==> src/rtl/bcd_sub_seq_if.sv <==
// Request/result bundle for the digit-serial BCD subtractor.
interface bcd_sub_seq_if #(
  parameter int unsigned DIGITS = 4
);
  localparam int unsigned W = 4 * DIGITS;

  logic         start;
  logic [W-1:0] a;
  logic [W-1:0] b;
  logic         bin;
  logic [W-1:0] diff;
  logic         bout;
  logic         err;
  logic         busy;
  logic         done;

  modport master (
    output start, a, b, bin,
    input  diff, bout, err, busy, done
  );

  modport slave (
    input  start, a, b, bin,
    output diff, bout, err, busy, done
  );
endinterface

==> src/rtl/bcd_sub_seq.sv <==
// Digit-serial packed-BCD subtractor: diff = a - b - bin, one digit per clock, LSD first.
module bcd_sub_seq #(
  parameter int unsigned DIGITS = 4
) (
  input logic         clk,
  input logic         rst,
  bcd_sub_seq_if.slave bus
);
  localparam int unsigned W    = 4 * DIGITS;
  localparam int unsigned CW   = (DIGITS > 1) ? $clog2(DIGITS) : 1;
  localparam logic [CW-1:0] LAST = CW'(DIGITS - 1);

  typedef enum logic [1:0] {IDLE = 2'd0, RUN = 2'd1, DONE = 2'd2} state_t;

  state_t        state;
  state_t        state_nxt;
  logic [W-1:0]  a_sh;
  logic [W-1:0]  b_sh;
  logic [W-1:0]  res;
  logic [W-1:0]  diff_q;
  logic [CW-1:0] cnt;
  logic          br;
  logic          bad;
  logic          bout_q;
  logic          err_q;
  logic          busy_q;
  logic          done_q;

  logic          accept_c;
  logic          last_c;
  logic          busy_d;
  logic          done_d;
  logic [3:0]    a_dig;
  logic [3:0]    b_dig;
  logic [3:0]    dig;
  logic [5:0]    t;
  logic          br_nxt;
  logic          bad_nxt;
  logic [W-1:0]  res_nxt;

  assign accept_c = bus.start && ((state == IDLE) || (state == DONE));
  assign last_c   = (cnt == LAST);

  // State register
  always_ff @(posedge clk) begin
    if (rst) state <= IDLE;
    else     state <= state_nxt;
  end

  // Next-state logic
  always_comb begin
    state_nxt = state;
    unique case (state)
      IDLE:    if (accept_c) state_nxt = RUN;
      RUN:     if (last_c)   state_nxt = DONE;
      DONE:    state_nxt = accept_c ? RUN : IDLE;
      default: state_nxt = IDLE;
    endcase
  end

  // Status outputs decoded from the upcoming state, registered below
  always_comb begin
    busy_d = 1'b0;
    done_d = 1'b0;
    busy_d = (state_nxt == RUN);
    done_d = (state_nxt == DONE);
  end

  // One-digit subtract with decimal borrow correction
  always_comb begin
    a_dig   = a_sh[3:0];
    b_dig   = b_sh[3:0];
    t       = {2'b00, a_dig} - {2'b00, b_dig} - {5'b00000, br};
    br_nxt  = t[5];
    dig     = t[5] ? (t[3:0] + 4'd10) : t[3:0];
    bad_nxt = bad | (a_dig > 4'd9) | (b_dig > 4'd9);
    res_nxt = W'({dig, res} >> 4);
  end

  // Operand shifters, working result and held outputs
  always_ff @(posedge clk) begin
    if (rst) begin
      a_sh   <= '0;
      b_sh   <= '0;
      res    <= '0;
      cnt    <= '0;
      br     <= 1'b0;
      bad    <= 1'b0;
      diff_q <= '0;
      bout_q <= 1'b0;
      err_q  <= 1'b0;
      busy_q <= 1'b0;
      done_q <= 1'b0;
    end else begin
      busy_q <= busy_d;
      done_q <= done_d;
      if (accept_c) begin
        a_sh <= bus.a;
        b_sh <= bus.b;
        br   <= bus.bin;
        res  <= '0;
        cnt  <= '0;
        bad  <= 1'b0;
      end else if (state == RUN) begin
        a_sh <= a_sh >> 4;
        b_sh <= b_sh >> 4;
        res  <= res_nxt;
        cnt  <= cnt + CW'(1);
        br   <= br_nxt;
        bad  <= bad_nxt;
        if (last_c) begin
          diff_q <= bad_nxt ? '0 : res_nxt;
          bout_q <= br_nxt & ~bad_nxt;
          err_q  <= bad_nxt;
        end
      end
    end
  end

  assign bus.diff = diff_q;
  assign bus.bout = bout_q;
  assign bus.err  = err_q;
  assign bus.busy = busy_q;
  assign bus.done = done_q;
endmodule
==> src/flat_wrapper.sv <==
// flat-port wrapper written by rule: the top's interface ports become plain ports
module bcd_sub_seq_flat 
#(
  parameter int unsigned DIGITS = 4
)
  (clk, rst, bus_start, bus_a, bus_b, bus_bin, bus_diff, bus_bout, bus_err, bus_busy, bus_done);
  bcd_sub_seq_if #(.DIGITS(DIGITS)) bus_i ();
  input logic clk;
  input logic rst;
  input wire logic [$bits(bus_i.start)-1:0] bus_start;
  input wire logic [$bits(bus_i.a)-1:0] bus_a;
  input wire logic [$bits(bus_i.b)-1:0] bus_b;
  input wire logic [$bits(bus_i.bin)-1:0] bus_bin;
  output wire logic [$bits(bus_i.diff)-1:0] bus_diff;
  output wire logic [$bits(bus_i.bout)-1:0] bus_bout;
  output wire logic [$bits(bus_i.err)-1:0] bus_err;
  output wire logic [$bits(bus_i.busy)-1:0] bus_busy;
  output wire logic [$bits(bus_i.done)-1:0] bus_done;
  assign bus_i.start = bus_start;
  assign bus_i.a = bus_a;
  assign bus_i.b = bus_b;
  assign bus_i.bin = bus_bin;
  assign bus_diff = bus_i.diff;
  assign bus_bout = bus_i.bout;
  assign bus_err = bus_i.err;
  assign bus_busy = bus_i.busy;
  assign bus_done = bus_i.done;
  bcd_sub_seq #(.DIGITS(DIGITS)) u_core (.clk(clk), .rst(rst), .bus(bus_i));
endmodule
==> config.mk <==
export PLATFORM = sky130hd
export DESIGN_NAME = bcd_sub_seq_flat
export DESIGN_NICKNAME = d
export VERILOG_FILES = /design/src/rtl/bcd_sub_seq_if.sv /design/src/rtl/bcd_sub_seq.sv /design/src/flat_wrapper.sv
export SDC_FILE = /design/constraint.sdc
export NUM_CORES = 1
export LEC_CHECK = 0
export BUFFER_PORTS_ARGS = -buffer_cell sky130_fd_sc_hd__buf_2
export CORE_AREA = 2 2 120 87
export DETAILED_ROUTE_END_ITERATION = 7
export DIE_AREA = 0 0 122 89
export PLACE_DENSITY = 0.49
export RECOVER_POWER = 50
export SETUP_SLACK_MARGIN = 0.5
export SLEW_MARGIN = 30
export SYNTH_ARGS = -nofsm -noshare
export SYNTH_HDL_FRONTEND = slang
export SYNTH_SLANG_ARGS = --single-unit
==> constraint.sdc <==
create_clock -name clk -period 3 [get_ports clk]
set_input_delay 0.15 -clock clk [delete_from_list [all_inputs] [get_ports clk]]
set_output_delay 0.15 -clock clk [all_outputs]
set_load 0.03 [all_outputs]
# ---- Yosys cells after proc, flatten, opt, wreduce, memory -nomap -nowiden
# Cells that the tools add are included.
dict set report totals {
  reg_bits 74
  word_cells 46
}
dict set report classes {
  n_eq_ne 5
  add_sub_neg 4
  order_cmp 2
  n_mux 12
  bitwise_logic 5
  reduce_logical 6
}
# cell count
set ops {}
lappend ops {{16-bit two-way mux} 5}
lappend ops {{4-bit greater-than comparator, second input constant} 2}
lappend ops {{2-bit equality test, second input constant} 3}
lappend ops {{2-bit case mux with 3 select lines} 1}
lappend ops {{6-bit by 1-bit subtractor with 6-bit output} 1}
lappend ops {{4-bit by 4-bit subtractor with 5-bit output} 1}
lappend ops {{4-bit adder, second input constant} 1}
lappend ops {{2-bit by 1-bit equality test with 1-bit output, second input constant} 2}
lappend ops {{2-bit two-way mux} 2}
lappend ops {{4-bit two-way mux} 1}
lappend ops {{1-bit two-way mux} 3}
lappend ops {{3-bit AND reduction} 1}
lappend ops {{2-bit by 1-bit adder with 2-bit output, second input constant} 1}
lappend ops {{2-bit logical NOT} 1}
lappend ops {{1-bit NOT} 2}
lappend ops {{1-bit bitwise OR} 2}
lappend ops {{2-bit nonzero test} 1}
lappend ops {{2-bit OR reduction} 1}
lappend ops {{1-bit AND} 1}
lappend ops {{1-bit logical AND} 1}
lappend ops {{1-bit logical OR} 1}

# ---- Logic depth before layout (Yosys ltp)
# Gate-level depths: netlist of the first run.
dict set report logic_depth {
  ltp_word 6
  mapped_depth 12
  ltp_nobuf 12
}

# ---- Worst setup path before layout of the first run
# OpenSTA, ideal clock, no wires.
dict set report synth_path {
  kind {reg2reg}
  startpoint {register u_core.a_sh[0]}
  endpoint {register u_core.res[15]}
  path_buffers 0
  synth_period_minus_slack_ns 2.211
  stages_incl_launch_ff 13
  arrival_time_ns 2.079
  slack_ns 0.789
  path_cell_list {dfxtp_1 inv_1 ha_1 inv_1 fa_1 inv_1 ha_1 xnor2_1 ha_1 nor2_1 mux2_4 o21ai_1 a21oi_1}
}
dict set report synth_between {
  elab_chain_len 4
}
# element line
set synth_rtl {}
lappend synth_rtl {{start: declaration} bcd_sub_seq.sv:17} ;# logic [W-1:0] a_sh;
lappend synth_rtl {{start signal: assignment} bcd_sub_seq.sv:98} ;# a_sh <= bus.a;
lappend synth_rtl {{start signal: assignment} bcd_sub_seq.sv:105} ;# a_sh <= a_sh >> 4;
lappend synth_rtl {{4-bit by 4-bit subtractor with 5-bit output *} bcd_sub_seq.sv:73} ;# t = {2'b00, a_dig} - {2'b00, b_dig} - {5'b00000, br};
lappend synth_rtl {{6-bit by 1-bit subtractor with 6-bit output *} bcd_sub_seq.sv:73}
lappend synth_rtl {{4-bit adder} bcd_sub_seq.sv:75} ;# dig = t[5] ? (t[3:0] + 4'd10) : t[3:0];
lappend synth_rtl {{4-bit two-way mux *} bcd_sub_seq.sv:75}
lappend synth_rtl {{end signal: assignment} bcd_sub_seq.sv:107} ;# res <= res_nxt;
lappend synth_rtl {{end: declaration} bcd_sub_seq.sv:19} ;# logic [W-1:0] res;
# Mark *: on every way between the ends. The rest lies on a longest branch, timed or not.
# A chain may end at the register's enable or synchronous reset.

# ---- Worst setup path after layout of the first run
# Same ends and word-level chain as after synthesis.

==> results.txt, run 1 <==
outcome = finished clean
Max VDD drop = 284 uV
Diodes inserted = 0
slowest library cell on the worst path = fa_1
die height = 89 um
CP Cell Sequence = inv_1 -> ha_1 -> inv_1 -> fa_1 -> inv_1 -> ha_2 -> xnor2_2 -> ha_2 -> nor2_1 -> mux2_4 -> o21ai_1 -> a21oi_1
actual slew at the worst max-slew pin = 873 ps
row count = 30
RSZ-0062 raised after global routing = false
setup TNS = 0 ps
first-pass GRT wire length = 11.9 mm
Main synth FF type = dfxtp_1
period utilization = 0.782
initial core utilization = 0.299
ranking of synthesized cells by area = dfxtp_1, a22oi_1, nand2_1
initial DRC count = 134
HP Start = bus_a[15]
GRT Total Usage = 0.142
Critical Path RT = 3190 ps
r2r setup slk = 650 ps
EDFF count, synth = 0
kind of start point of the critical path = flip-flop
Vias = 2437
crit path max fanout = 2
full die area = 10900 um^2
Hold Crit Depth = 3
Final Setup Violations = 0
most frequent cells in the layout = dfxtp_1, nand2_1, nor2_1
Hold/Removal Path Class = in -> reg
area grow syn2layout = 24.9%
mapped cell area = 2860 um^2
Worst-path clk slew = 60 ps
CP most frequent cell = inv_1
Cells after Synth = 325
syn_nets = 370
Power Dens Cells = 714 nW/um^2
Cell variety after synth = 34
Placed Instances = 490
hold_buf cts = 0
Pre-antenna DRT Iters = 4
final WL = 7.28 mm
CTS tree = yes
vias in the first global route = 2352
Peak Freq = 426 MHz
Worst Path Arrival = 2530 ps
relative slew slack = 0.418
WL/cell = 14.4 um
GPL Wtd Cong = 0.718
PortBufs = 55
most common cell after layout, fill and taps aside = dfxtp_1
clock skew = 6.73 ps
CORE AREA = 9570 um^2
reg2reg end = u_core.res[15]
largest net degree at the start of global routing = 44
Final Non-Filler Cells = 507
Remaining DRCs = 0
# IOs = 56
Synth top area share = 0.490
Post-DRT Antenna Nets = 0
Clk Latency, worst-skew pair = 330 ps
TritonCTS Buffers = 9
DP HPWL = 4.79 mm
CTS Buffer Depth = 2
static leakage = 1.36 nW
initial antenna violation count = 0
r2r worst-path depth = 12
Synth async-reset ratio = 0
#FFs+latches synth = 70
Crit Path Class = reg -> reg
syn avg cell area = 8.79 um^2
share of cells above drive strength 1 = 0.185
fin. max-slew vios = 0
hold endpoint = u_core.a_sh[15]
crit path time final = 2350 ps
endpoints failing hold = 0
CTS root buf = clkbuf_16
sequential-to-total area share from yosys stat = 0.490
Vias/cell = 4.81
Critical Path Max Stage Delay = 470 ps
Die W = 122 um
Synthesis Warnings = 0
r2r startpoint = u_core.a_sh[0]
CTS H-tree depth = 3
final net count = 419
Critical Path End Type = flip-flop
Yosys top cell by area = dfxtp_1
clk sinks = 70
Overflow after GRT = 0
maxcap violations = 0
cells by family after synthesis:
family                     Yosys count  share of synthesized area
adders and majority gates            9                     0.0420
muxes                                5                     0.0193
xor gates and xnor gates             6                     0.0258
AOI/OAI and AO/OA                   78                      0.187
and+or+nand+nor                    126                      0.192
buffers and inverters               31                     0.0438
DFF                                 70                      0.490
state kept, by name, indices dropped and copies added (netlist names), 2 cells and up:
register and flops:
u_core.cnt 2, u_core.a_sh 16, u_core.b_sh 16, u_core.bus.diff 16, u_core.state 2, u_core.res 12
synthesized netlist by cell type, types with 2 or more instances:
cell / count
a311oi_1: 9
mux2i_1: 4
nor2b_1: 2
a22oi_1: 28
nand2_1: 51
nand3_1: 3
nand2b_1: 3
o22ai_1: 6
dfxtp_1: 70
nand3b_1: 3
o21ai_1: 3
buf_2: 7
inv_1: 7
xnor2_1: 4
nand2_2: 2
nor3_1: 10
a21oi_1: 24
ha_1: 8
a211oi_1: 4
nor2_1: 47
clkbuf_1: 17
worst max path at each step:
stage,endpoint,cells after the start,slack [ps],from
after CTS,u_core.res[15],12,590,u_core.a_sh[0]
after floorplan,u_core.res[15],12,790,u_core.a_sh[0]
after global placement,u_core.res[15],12,680,u_core.a_sh[0]
after detailed placement,u_core.res[15],12,610,u_core.a_sh[0]
after global routing,u_core.res[15],12,510,u_core.a_sh[0]
final,u_core.res[15],12,650,u_core.a_sh[0]
cell type report:
type / count / area (um^2)
Clock inverter: 6 / 93.8
Clock buffer: 10 / 239
Inverter: 7 / 26.3
Sequential cell: 70 / 1400
Fill cell: 1023 / 6000
Multi-Input combinational cell: 224 / 1350
Tap cell: 128 / 160
Timing Repair Buffer: 62 / 299
metrics by stage:
stage          setup WS [ps]  hold slack [ps]  area (um^2)  power, mW  utilization
3_3_place_gp             677              409         3240       1.38        0.339
6_report                 653             76.3         3570       2.55        0.373
4_1_cts                  594             65.6         3570       2.56        0.373
3_5_place_dp             610              415         3240       1.38        0.339
2_1_floorplan            789              311         2860       1.29            -
5_1_grt                  506             77.0         3570       2.67        0.373
timing repair:
item                                    CTS  global route
setup buffers                             0             1
endpoints found under the setup margin    0             2
gates resized for setup                   0             5
where the power goes:
group	total (mW)	leakage (nW)	switching [mW]	internal (mW)
sequential	1.00	0.571	0.0278	0.975
clock	1.17	0.159	0.413	0.756
combinational	0.376	0.625	0.213	0.163
metal layers:
layer / track usage / vias to the layer above / wire length [um]
met3: 0.0472 / 7 / 348
met2: 0.209 / 45 / 3070
met5: 0 / - / 0
met1: 0.197 / 1158 / 3780
met4: 0.0439 / 0 / 85
li1: - / 1227 / -
worst max-delay path, delay by kind of cell, from the launching register on:
family	cells	cell delay [ps]
flip-flops	1	290
XOR/XNOR	1	180
adder cells (fa/ha/maj)	4	1030
buffers and inverters	3	170
AND/OR/NAND/NOR	1	50
AO/OA/AOI/OAI	2	190
multiplexers	1	280
Power figures use the tool's default switching activity.
==> run 2, diff against run 1 <==
PLACE_DENSITY = 0.51   (was 0.49)
clock period = 1.9 ns   (was 3 ns; I/O delays follow)
==> run 2 against run 1 <==
  * The flow now finishes with violations (setup timing)
  * Critical path type unchanged
  * Flip-flop and latch count unchanged
  * Highest routed layer unchanged
  * Clock power up 32%
  * Hold slack worse by 51 ps
  * Critical endpoint is now u_core.bus.diff[15]
  * Sequential power up 59%
  * Clock skew about the same
==> results.txt, run 2 (synthesized netlist as in run 1, its figures left out) <==
r2r worst-path depth = 12
CTS root buf = clkbuf_16
CTS H-tree depth = 3
CORE AREA = 9570 um^2
RSZ-0062 raised after global routing = true
Critical Path Max Stage Delay = 520 ps
Diodes inserted = 0
Critical Path RT = 2120 ps
PortBufs = 55
row count = 30
CTS Buffer Depth = 2
Vias = 2538
Critical Path End Type = flip-flop
hold endpoint = u_core.b_sh[15]
Max VDD drop = 396 uV
# IOs = 56
initial DRC count = 114
Overflow after GRT = 0
sequential cell area = 1410 um^2
Vias/cell = 4.76
final WL = 7.51 mm
static leakage = 1.49 nW
final worst slack = -355 ps
crit path max fanout = 2
WL/cell = 14.1 um
Power Dens Cells = 1030 nW/um^2
clock skew = 7.00 ps
crit path buf inv count = 3
area grow syn2layout = 37.2%
Pre-antenna DRT Iters = 4
TritonCTS Buffers = 9
Final Setup Violations = 8
Crit Path Class = reg -> reg
clk sinks = 70
CTS tree = yes
outcome = finished, violations left
DP HPWL = 4.91 mm
relative slew slack = 0.538
Clk Latency, worst-skew pair = 330 ps
r2r setup slk = -350 ps
GPL Wtd Cong = 0.740
GRT Total Usage = 0.142
Worst Path Arrival = 2470 ps
actual slew at the worst max-slew pin = 694 ps
Total Power = 4.03 mW
share of cells above drive strength 1 = 0.306
CP Cell Sequence = inv_2 -> ha_4 -> inv_2 -> fa_2 -> inv_2 -> ha_4 -> xnor2_4 -> ha_4 -> nor2_2 -> mux2_4 -> o21ai_2 -> a21oi_2
full die area = 10900 um^2
Hold Crit Depth = 3
setup TNS = -1910 ps
first-pass GRT wire length = 11.9 mm
crit path time final = 2250 ps
Remaining DRCs = 0
vias in the first global route = 2356
initial antenna violation count = 0
most frequent cells in the layout = dfxtp_1, nand2_1, nor2_1
kind of start point of the critical path = flip-flop
r2r startpoint = u_core.a_sh[0]
period utilization = 1.19
HP Start = bus_b[15]
failing checks = setup timing
die height = 89 um
initial core utilization = 0.299
Worst-path clk slew = 50 ps
Post-DRT Antenna Nets = 0
Setup WS pre-CTS = -386 ps
crit-path leading delay family = adder cells
Die W = 122 um
final hold slack = 25.8 ps
Peak Freq = 443 MHz
endpoints failing hold = 0
Fill cells = 981
final net count = 445
largest net degree at the start of global routing = 34
fin. max-slew vios = 0
most common cell after layout, fill and taps aside = dfxtp_1
slowest library cell on the worst path = fa_2
Hold/Removal Path Class = in -> reg
maxcap violations = 0
reg2reg end = u_core.bus.diff[15]
post-layout util = 0.410
multi-input combinational cell area = 1500 um^2
[run 2: worst max path at each step]
stage                        start                   to  slack (ps)  cells past startpoint
floorplan           u_core.a_sh[0]       u_core.res[15]        -250                     12
global placement    u_core.a_sh[0]       u_core.res[15]        -340                     12
detailed placement  u_core.a_sh[0]       u_core.res[15]        -390                     12
CTS                 u_core.b_sh[0]  u_core.bus.diff[15]        -340                     11
global route        u_core.a_sh[0]  u_core.bus.diff[15]        -440                     12
finish              u_core.a_sh[0]  u_core.bus.diff[15]        -350                     12
[run 2: final cells by class]
class	count	share of cell area
clock inverters	6	0.0118
flip-flops and latches	70	0.359
repair buffers	88	0.138
inverters	7	0.00670
well taps	128	0.0409
multi-input cells	224	0.382
clock buffers	10	0.0610
[run 2: per-stage QoR]
stage,cell area (um^2),std cells
after CTS,3850,529
after global routing,3920,533
after global placement,3400,505
after detailed placement,3400,505
final,3920,533
after floorplan,2890,325
[run 2: repair_timing]
item	in CTS	in global routing
endpoints found under the hold margin	0	0
setup buffers	8	3
pin swaps	10	8
endpoints found under the setup margin	39	45
cloned	0	1
gates resized for setup	23	29
hold buffers	0	0
[run 2: tightest hold or removal path, delay by kind of cell]
kind	cells	cell delay, ps
AO/OA/AOI/OAI	1	70
AND/OR/NAND/NOR	1	70
buffers and inverters	1	80
[run 2: power by group]
part	switching, mW	total (mW)	internal [mW]	leakage, nW
Clock	0.629	1.55	0.924	0.135
Combinational	0.440	0.890	0.450	0.781
Sequential	0.0459	1.59	1.54	0.573
[run 2: per-layer routing]
| layer | track usage | share of wire |
|---|---|---|
| met1 | 0.199 | 0.51 |
| met4 | 0.0470 | 0.0085 |
| met2 | 0.207 | 0.43 |
| met5 | 0 | 0 |
| met3 | 0.0440 | 0.048 |
==> run 3, diff against run 2 <==
PLACE_DENSITY = 0.49   (was 0.51)
clock period = 2.4 ns   (was 1.9 ns; I/O delays follow)
==> run 3 against run 2 <==
  * Via count is 3.6% lower
  * Clock skew grew 0.90 ps
  * The run now ends clean
  * Register-to-register slack improved by 500 ps
==> results.txt, run 3 (synthesized netlist as in run 1, its figures left out) <==
Critical Path End Type = flip-flop
CTS H-tree depth = 3
Remaining DRCs = 0
clock skew = 7.90 ps
largest net degree at the start of global routing = 59
kind of start point of the critical path = flip-flop
crit-path leading delay family = adder cells
vias in the first global route = 2352
# IOs = 56
GRT Total Usage = 0.141
Comb power frac = 0.195
Critical Path RT = 2580 ps
r2r startpoint = u_core.a_sh[0]
met1 Use GR = 0.192
static leakage = 1.40 nW
area grow syn2layout = 30.0%
setup TNS = 0 ps
Critical Path Max Stage Delay = 520 ps
relative slew slack = 0.275
Post-DRT Antenna Nets = 0
fin. max-slew vios = 0
GR Util met2 = 0.214
hold endpoint = u_core.b_sh[15]
Hold/Removal Path Class = in -> reg
r2r setup slk = 140 ps
Power Dens Cells = 857 nW/um^2
Die W = 122 um
met3 GRT Util = 0.0491
initial DRC count = 162
crit path max fanout = 2
Peak Freq = 443 MHz
PortBufs = 55
Worst Path Arrival = 2440 ps
endpoints failing hold = 0
initial antenna violation count = 0
Crit Path Class = reg -> reg
first-pass GRT wire length = 11.8 mm
final WL = 7.42 mm
Vias = 2447
initial core utilization = 0.299
Setup WS pre-CTS = 106 ps
Final Setup Violations = 0
Diodes inserted = 0
HP Start = bus_b[15]
Total Power = 3.19 mW
Vias/cell = 4.72
Pre-antenna DRT Iters = 4
CTS tree = yes
most frequent cells in the layout = dfxtp_1, nand2_1, nor2_1
Hold Crit Depth = 3
DP HPWL = 4.84 mm
final net count = 430
CTS root buf = clkbuf_16
period utilization = 0.941
Switching Power = 861 uW
sequential cell area = 1400 um^2
Overflow after GRT = 0
crit path buf inv count = 3
clk sinks = 70
multi-input combinational cell area = 1450 um^2
Worst-path clk slew = 60 ps
CTS Buffer Depth = 2
row count = 30
share of cells above drive strength 1 = 0.244
crit path time final = 2260 ps
GPL Wtd Cong = 0.695
WL/cell = 14.3 um
actual slew at the worst max-slew pin = 1080 ps
Switching Share = 0.270
final worst slack = 140 ps
most common cell after layout, fill and taps aside = dfxtp_1
internal power = 2.32 mW
outcome = finished clean
slowest library cell on the worst path = fa_2
full die area = 10900 um^2
Clk Latency, worst-skew pair = 330 ps
Seq pwr share = 0.394
TritonCTS Buffers = 9
CP Cell Sequence = inv_2 -> ha_4 -> inv_2 -> fa_2 -> inv_2 -> ha_4 -> xnor2_4 -> ha_4 -> nor2_2 -> mux2_4 -> o21ai_2 -> a21oi_1
Fill cells = 1002
RSZ-0062 raised after global routing = true
clock power share = 0.411
reg2reg end = u_core.bus.diff[15]
CORE AREA = 9570 um^2
GRT busiest layer = met2
die height = 89 um
maxcap violations = 0
r2r worst-path depth = 12
Max VDD drop = 304 uV
post-layout util = 0.388
[run 3: worst max-delay path by stage]
stage / startpoint / endpoint / slack, ps / cells after the start
floorplan: u_core.a_sh[0] / u_core.res[15] / 250 / 12
global placement: u_core.a_sh[0] / u_core.res[15] / 150 / 10
detailed placement: u_core.a_sh[0] / u_core.bus.diff[15] / 110 / 10
CTS: u_core.a_sh[0] / u_core.bus.diff[15] / 100 / 10
global route: u_core.a_sh[0] / u_core.bus.diff[15] / 60 / 12
finish: u_core.a_sh[0] / u_core.bus.diff[15] / 140 / 12
[run 3: power groups by stage]
stage	registers (mW)	clock network [mW]	logic, mW
2_1_floorplan	1.27	0	0.359
3_3_place_gp	1.28	0	0.472
3_5_place_dp	1.28	0	0.480
4_1_cts	1.25	1.35	0.516
5_1_grt	1.26	1.39	0.678
6_report	1.26	1.31	0.620
[run 3: layout make-up]
| class | count | share of cell area |
|---|---|---|
| flip-flops and latches | 70 | 0.378 |
| clock buffers | 9 | 0.0606 |
| well taps | 128 | 0.0431 |
| clock inverters | 7 | 0.0199 |
| repair buffers | 73 | 0.102 |
| multi-input cells | 224 | 0.389 |
| inverters | 7 | 0.00707 |
[run 3: what timing repair did]
item / CTS / global route
resized for setup: 2 / 16
setup endpoints to repair: 8 / 21
cloned: 0 / 0
pin swaps: 1 / 8
hold buffers: 0 / 0
buffers inserted: 4 / 5
[run 3: tightest hold or removal path: stages]
cell	delay [ps]
buf_2	80
a22oi_1	70
nor2_1	70
[run 3: metrics by stage]
| stage | std cells | hold slack, ps | area (um^2) |
|---|---|---|---|
| 6_report | 518 | 44.9 | 3710 |
| 5_1_grt | 518 | 48.7 | 3710 |
| 4_1_cts | 513 | 33.9 | 3640 |
| 3_5_place_dp | 493 | 379 | 3300 |
| 3_3_place_gp | 493 | 368 | 3300 |
| 2_1_floorplan | 325 | 281 | 2890 |
[run 3: routing by layer]
layer / wire (um) / part of all wire / up-vias
met5: 0 / 0 / -
li1: - / - / 1258
met3: 345 / 0.046 / 6
met4: 68 / 0.0092 / 0
met1: 3850 / 0.52 / 1147
met2: 3160 / 0.43 / 36
